`config.mk`:
```
export PLATFORM = sky130hd
export DESIGN_NAME = mmc1_mapper_flat
export DESIGN_NICKNAME = d
export VERILOG_FILES = /design/src/rtl/mmc1_mapper_if.sv /design/src/rtl/mmc1_mapper.sv /design/src/flat_wrapper.sv
export SDC_FILE = /design/constraint.sdc
export NUM_CORES = 1
export LEC_CHECK = 0
export BUFFER_PORTS_ARGS = -buffer_cell sky130_fd_sc_hd__buf_2
export CAP_MARGIN = 20
export CORE_UTILIZATION = 46
export DETAILED_ROUTE_END_ITERATION = 10
export PLACE_DENSITY = 0.84
export SYNTH_ARGS = -nofsm -noshare
export SYNTH_HDL_FRONTEND = slang
export SYNTH_SLANG_ARGS = --single-unit
```
`constraint.sdc`:
```
create_clock -name clk -period 2.95 [get_ports clk]
set_clock_uncertainty 0.15 [all_clocks]
set_input_delay 0.1475 -clock clk [delete_from_list [all_inputs] [get_ports clk]]
set_output_delay 0.1475 -clock clk [all_outputs]
set_load 0.02 [all_outputs]
```
`src/rtl/mmc1_mapper_if.sv`:
```
// mmc1_mapper_if: CPU/PPU bus bundle between the CPU-side bus master and the MMC1 mapper.
//   master: drives ph2_falling, cpu_addr, cpu_rnw, cpu_data_in, ppu_addr;
//           receives prg_addr, prg_rom_cs, prg_ram_cs, chr_addr, mirroring.
//   slave : the mapper, with the opposite directions.
interface mmc1_mapper_if #(
    parameter int PRG_ADDR_W = 18,
    parameter int CHR_ADDR_W = 17
);
    logic                  ph2_falling;
    logic [15:0]           cpu_addr;
    logic                  cpu_rnw;
    logic [7:0]            cpu_data_in;
    logic [13:0]           ppu_addr;
    logic [PRG_ADDR_W-1:0] prg_addr;
    logic                  prg_rom_cs;
    logic                  prg_ram_cs;
    logic [CHR_ADDR_W-1:0] chr_addr;
    logic [1:0]            mirroring;

    modport master (
        output ph2_falling, cpu_addr, cpu_rnw, cpu_data_in, ppu_addr,
        input  prg_addr, prg_rom_cs, prg_ram_cs, chr_addr, mirroring
    );

    modport slave (
        input  ph2_falling, cpu_addr, cpu_rnw, cpu_data_in, ppu_addr,
        output prg_addr, prg_rom_cs, prg_ram_cs, chr_addr, mirroring
    );
endinterface

```
`src/rtl/mmc1_mapper.sv`:
```
// mmc1_mapper: MMC1 (SxROM) bank-switching mapper fed by the 5-bit serial load protocol.
//   clk  : system clock
//   rstn : asynchronous active-low reset
//   bus  : mmc1_mapper_if.slave
//          in : ph2_falling (bus sample strobe), cpu_addr, cpu_rnw, cpu_data_in, ppu_addr
//          out: prg_addr, prg_rom_cs, prg_ram_cs, chr_addr, mirroring
// Optional macro MMC1_CONSEC_WRITE_FILTER_EN: ignore a non-reset write that directly follows
// another mapper write (RMW instructions then load only once).
module mmc1_mapper #(
    parameter int       PRG_ADDR_W    = 18,
    parameter int       CHR_ADDR_W    = 17,
    parameter bit [3:0] LAST_PRG_BANK = 4'hF
) (
    input  logic             clk,
    input  logic             rstn,
    mmc1_mapper_if.slave     bus
);
    logic [4:0]  shift_q, shift_d;
    logic [4:0]  control_q, control_d;
    logic [4:0]  chr0_q, chr0_d;
    logic [4:0]  chr1_q, chr1_d;
    logic [4:0]  prg_q, prg_d;
    logic        wr_evt, blocked, load, commit, rst_wr;
    logic [4:0]  value;
    logic [1:0]  sel;
    logic [3:0]  bank;
    logic [4:0]  chr_bank;
    logic [17:0] prg_full;
    logic [16:0] chr_full;
    logic        unused;

    assign wr_evt = bus.ph2_falling & ~bus.cpu_rnw & bus.cpu_addr[15];
    assign rst_wr = wr_evt & bus.cpu_data_in[7];

`ifdef MMC1_CONSEC_WRITE_FILTER_EN
    logic wr_prev_q;
    always_ff @(posedge clk or negedge rstn) begin
        if (!rstn)
            wr_prev_q <= 1'b0;
        else if (bus.ph2_falling)
            wr_prev_q <= wr_evt;
    end
    assign blocked = wr_prev_q;
`else
    assign blocked = 1'b0;
`endif

    assign load   = wr_evt & ~bus.cpu_data_in[7] & ~blocked;
    // the marker bit reaching bit 0 means this write carries the fifth bit
    assign commit = load & shift_q[0];
    assign value  = {bus.cpu_data_in[0], shift_q[4:1]};
    assign sel    = bus.cpu_addr[14:13];

    assign shift_d   = (rst_wr | commit) ? 5'b10000 : load ? value : shift_q;
    assign control_d = rst_wr ? (control_q | 5'h0C) : (commit && sel == 2'd0) ? value : control_q;
    assign chr0_d    = (commit && sel == 2'd1) ? value : chr0_q;
    assign chr1_d    = (commit && sel == 2'd2) ? value : chr1_q;
    assign prg_d     = (commit && sel == 2'd3) ? value : prg_q;

    always_ff @(posedge clk or negedge rstn) begin
        if (!rstn) begin
            shift_q   <= 5'b10000;
            control_q <= 5'h0C;
            chr0_q    <= 5'h00;
            chr1_q    <= 5'h00;
            prg_q     <= 5'h00;
        end else begin
            shift_q   <= shift_d;
            control_q <= control_d;
            chr0_q    <= chr0_d;
            chr1_q    <= chr1_d;
            prg_q     <= prg_d;
        end
    end

    // mode 2 fixes bank 0 at $8000, mode 3 fixes the last bank at $C000
    assign bank     = (control_q[3:2] == 2'd2) ? (bus.cpu_addr[14] ? prg_q[3:0] : 4'h0)
                                               : (bus.cpu_addr[14] ? LAST_PRG_BANK : prg_q[3:0]);
    assign prg_full = control_q[3] ? {bank, bus.cpu_addr[13:0]} : {prg_q[3:1], bus.cpu_addr[14:0]};

    assign chr_bank = bus.ppu_addr[12] ? chr1_q : chr0_q;
    assign chr_full = control_q[4] ? {chr_bank, bus.ppu_addr[11:0]} : {chr0_q[4:1], bus.ppu_addr[12:0]};

    assign bus.prg_addr   = PRG_ADDR_W'(prg_full);
    assign bus.chr_addr   = CHR_ADDR_W'(chr_full);
    assign bus.prg_rom_cs = bus.cpu_addr[15];
    assign bus.prg_ram_cs = (bus.cpu_addr[15:13] == 3'b011) & ~prg_q[4];
    assign bus.mirroring  = control_q[1:0];

    assign unused = ^{bus.cpu_data_in[6:1], bus.ppu_addr[13]};
endmodule

```
`src/flat_wrapper.sv`:
```
// flat-port wrapper written by rule: the top's interface ports become plain ports
module mmc1_mapper_flat 
#(
    parameter int       PRG_ADDR_W    = 18,
    parameter int       CHR_ADDR_W    = 17,
    parameter bit [3:0] LAST_PRG_BANK = 4'hF
)
  (clk, rstn, bus_ph2_falling, bus_cpu_addr, bus_cpu_rnw, bus_cpu_data_in, bus_ppu_addr, bus_prg_addr, bus_prg_rom_cs, bus_prg_ram_cs, bus_chr_addr, bus_mirroring);
  mmc1_mapper_if #(.PRG_ADDR_W(PRG_ADDR_W), .CHR_ADDR_W(CHR_ADDR_W)) bus_i ();
  input  logic clk;
  input  logic rstn;
  input wire logic [$bits(bus_i.ph2_falling)-1:0] bus_ph2_falling;
  input wire logic [$bits(bus_i.cpu_addr)-1:0] bus_cpu_addr;
  input wire logic [$bits(bus_i.cpu_rnw)-1:0] bus_cpu_rnw;
  input wire logic [$bits(bus_i.cpu_data_in)-1:0] bus_cpu_data_in;
  input wire logic [$bits(bus_i.ppu_addr)-1:0] bus_ppu_addr;
  output wire logic [$bits(bus_i.prg_addr)-1:0] bus_prg_addr;
  output wire logic [$bits(bus_i.prg_rom_cs)-1:0] bus_prg_rom_cs;
  output wire logic [$bits(bus_i.prg_ram_cs)-1:0] bus_prg_ram_cs;
  output wire logic [$bits(bus_i.chr_addr)-1:0] bus_chr_addr;
  output wire logic [$bits(bus_i.mirroring)-1:0] bus_mirroring;
  assign bus_i.ph2_falling = bus_ph2_falling;
  assign bus_i.cpu_addr = bus_cpu_addr;
  assign bus_i.cpu_rnw = bus_cpu_rnw;
  assign bus_i.cpu_data_in = bus_cpu_data_in;
  assign bus_i.ppu_addr = bus_ppu_addr;
  assign bus_prg_addr = bus_i.prg_addr;
  assign bus_prg_rom_cs = bus_i.prg_rom_cs;
  assign bus_prg_ram_cs = bus_i.prg_ram_cs;
  assign bus_chr_addr = bus_i.chr_addr;
  assign bus_mirroring = bus_i.mirroring;
  mmc1_mapper #(.PRG_ADDR_W(PRG_ADDR_W), .CHR_ADDR_W(CHR_ADDR_W), .LAST_PRG_BANK(LAST_PRG_BANK)) u_core (.clk(clk), .rstn(rstn), .bus(bus_i));
endmodule
```
==> metrics <==
met1 wire length 981 um; core area 2810 sq um; Max-Cap Viols 0; Cell Rows 19; Slew HR 60.8%; Die ar. 3230 sq um; synth top area cells dfrtp_1, buf_4, mux2_2; most common cell after layout, fill and taps aside buf_2; P_leak 0.680 nW; top cell type's share of synthesized area 39.8%; Gate Count Post-Synth 128; Bufs on Longest Clock Path 2; Tot GR Track Use 17.2%; clk root buf clkbuf_4; grt ovf 0; sequential cell area fraction in the yosys report 45.5%; Yosys cell types 23; Design Area, Final 1330 sq um; Worst Setup Start Kind register; met3 wire len 203 um; Max IR drop VDD 0.000202 V; failing checks DRC; Post-Route WL 2.47 mm; placer congestion estimate 0.817; hold crit path type in -> reg; pre-CTS setup slack 955 ps; WP data arrival 1920 ps; Placed Cells 149; drt wl/cell 16.0 um; Worst-path clk slew 140 ps; Max Slew Vio Count 0; DP HPWL 1.78 mm; routed vias 864; CTS H-tree depth 1; Max Fclk 544 MHz; initial drt markers 23; ratio of cells with drive above 1 in the final layout 43.1%; Top Metal Used met4; First-pass DRT Iterations 7; synthesized cell area 1380 sq um; worst-margin pin slew 587 ps; period utilisation layout 62.3%; crit path max fanout 7; CTS Buf Count 3; Port Buffer Count 23; Die X 56.9 um; global-route wire length before repair 4.31 mm; final net count 166; RSZ-0062 raised after global routing false; Post-Place Cell Area 1300 sq um; outcome complete, but fails checks; setup bufs post-CTS 0; TNS Setup 0 ps; Boundary Pins 81; clk sinks 25; critical path class reg -> reg; Die H 56.9 um; setup violators final 0; Synthesized Nets 170; setup ws final 1110 ps; CP required 3030 ps; Antenna Cells 0; post-cts resize count 0; Area Overhead vs Synth -3.62%; Avg Vias per Cell 5.61; cell taking the most area after synthesis dfrtp_1; power density cells 441 nW/um^2; syn avg cell area 10.8 sq um; final hold viol count 0; pin count of the biggest net entering global routing 26; FF+latch count, synth 25; crit path capture type register; CTS tree built; initial antenna violation count 0; detailed-route DRC error count 10; YS warnings 0; most frequent cells in the layout buf_2, dfrtp_1, mux2_2; Layout Cells excl Fill 154; later-pin clock latency in the skew report 320 ps; routed wl met2 1.20 mm; Initial Utilization 49.3%; vias in the first global route 923; Routed Antenna Nets 0; fin crit period 1840 ps
==> sequential cells by signal (all words and copies together) (netlist names) <==
name / count
u_core.prg_q: 5
u_core.shift_q: 5
u_core.control_q: 5
u_core.chr1_q: 5
u_core.chr0_q: 5
==> worst paths after layout <==
path	startpoint	endpoint	slack [ps]	cells past startpoint
max	u_core.shift_q[0]$_DFFE_PN0P_	u_core.control_q[4]$_DFFE_PN0P_	1110	3
min	bus_cpu_data_in[0]	u_core.prg_q[4]$_DFFE_PN0P_	7	2
max reg2reg	u_core.shift_q[0]$_DFFE_PN0P_	u_core.control_q[4]$_DFFE_PN0P_	1110	3
min reg2reg	u_core.chr1_q[3]$_DFFE_PN0P_	u_core.chr1_q[3]$_DFFE_PN0P_	370	1
max in group asynchronous	rstn	u_core.shift_q[4]$_DFFE_PN1P_	2100	2
min in group asynchronous	rstn	u_core.shift_q[1]$_DFFE_PN0P_	170	2
==> final cells by class <==
cell class | instances | area (sq um)
Clock buffer | 3 | 22.5
Clock inverter | 1 | 5.00
Fill cell | 278 | 1470
Inverter | 2 | 7.51
Multi-Input combinational cell | 68 | 505
Sequential cell | 25 | 629
Tap cell | 31 | 38.8
Timing Repair Buffer | 24 | 125
==> metal layers <==
metal  up-vias  track usage [%]
li1        397                -
met1       410             21.1
met2        40             27.6
met3        17             3.92
met4         0             10.1
met5         -                0
==> cell families (layout without fill, tap and decap cells) <==
logic type      after synthesis  count (layout)  synth area share, %
mux                          22              22                 18.7
flops                        25              25                 45.5
simple gates                 28              28                 10.7
buf+inv                      35              30                 18.0
compound gates               18              18                 7.14
==> worst max-delay path, stage by stage (launching register included) <==
cell and delay, ps:
dfrtp_1 440, or3b_1 370, or3_1 450, mux2_4 340
==> stage by stage <==
step	power [mW]	util, %	hold slack, ps
6_report	0.588	47.5	7.33
5_1_grt	0.617	47.5	22.2
4_1_cts	0.590	47.5	13.5
3_5_place_dp	0.442	46.2	11.5
3_3_place_gp	0.438	46.2	-6.72
2_1_floorplan	0.463	-	-298
==> cell usage after synthesis <==
cell,instances
dfrtp_1,22
mux2_2,19
nor4bb_1,1
clkbuf_1,2
buf_6,1
o21ai_0,5
nor3_1,2
o22a_1,2
dfstp_2,3
nand2_1,12
nor4b_2,1
buf_4,29
buf_2,1
nand3b_1,1
or3b_1,1
nand2b_1,3
mux2_4,3
or4_1,1
inv_1,2
nor2_1,5
a21oi_1,10
a31oi_1,1
or3_1,1
==> power breakdown <==
part | leakage (nW) | switching [mW] | internal (mW)
combinational | 0.324 | 0.0407 | 0.0239
sequential | 0.338 | 0.0156 | 0.356
clock | 0.0177 | 0.101 | 0.0508
==> repair_timing <==
action                     CTS  global route
hold endpoints to repair    22             0
setup endpoints to repair    0             0
hold buffers                 1             0
Power figures use the tool's default switching activity.
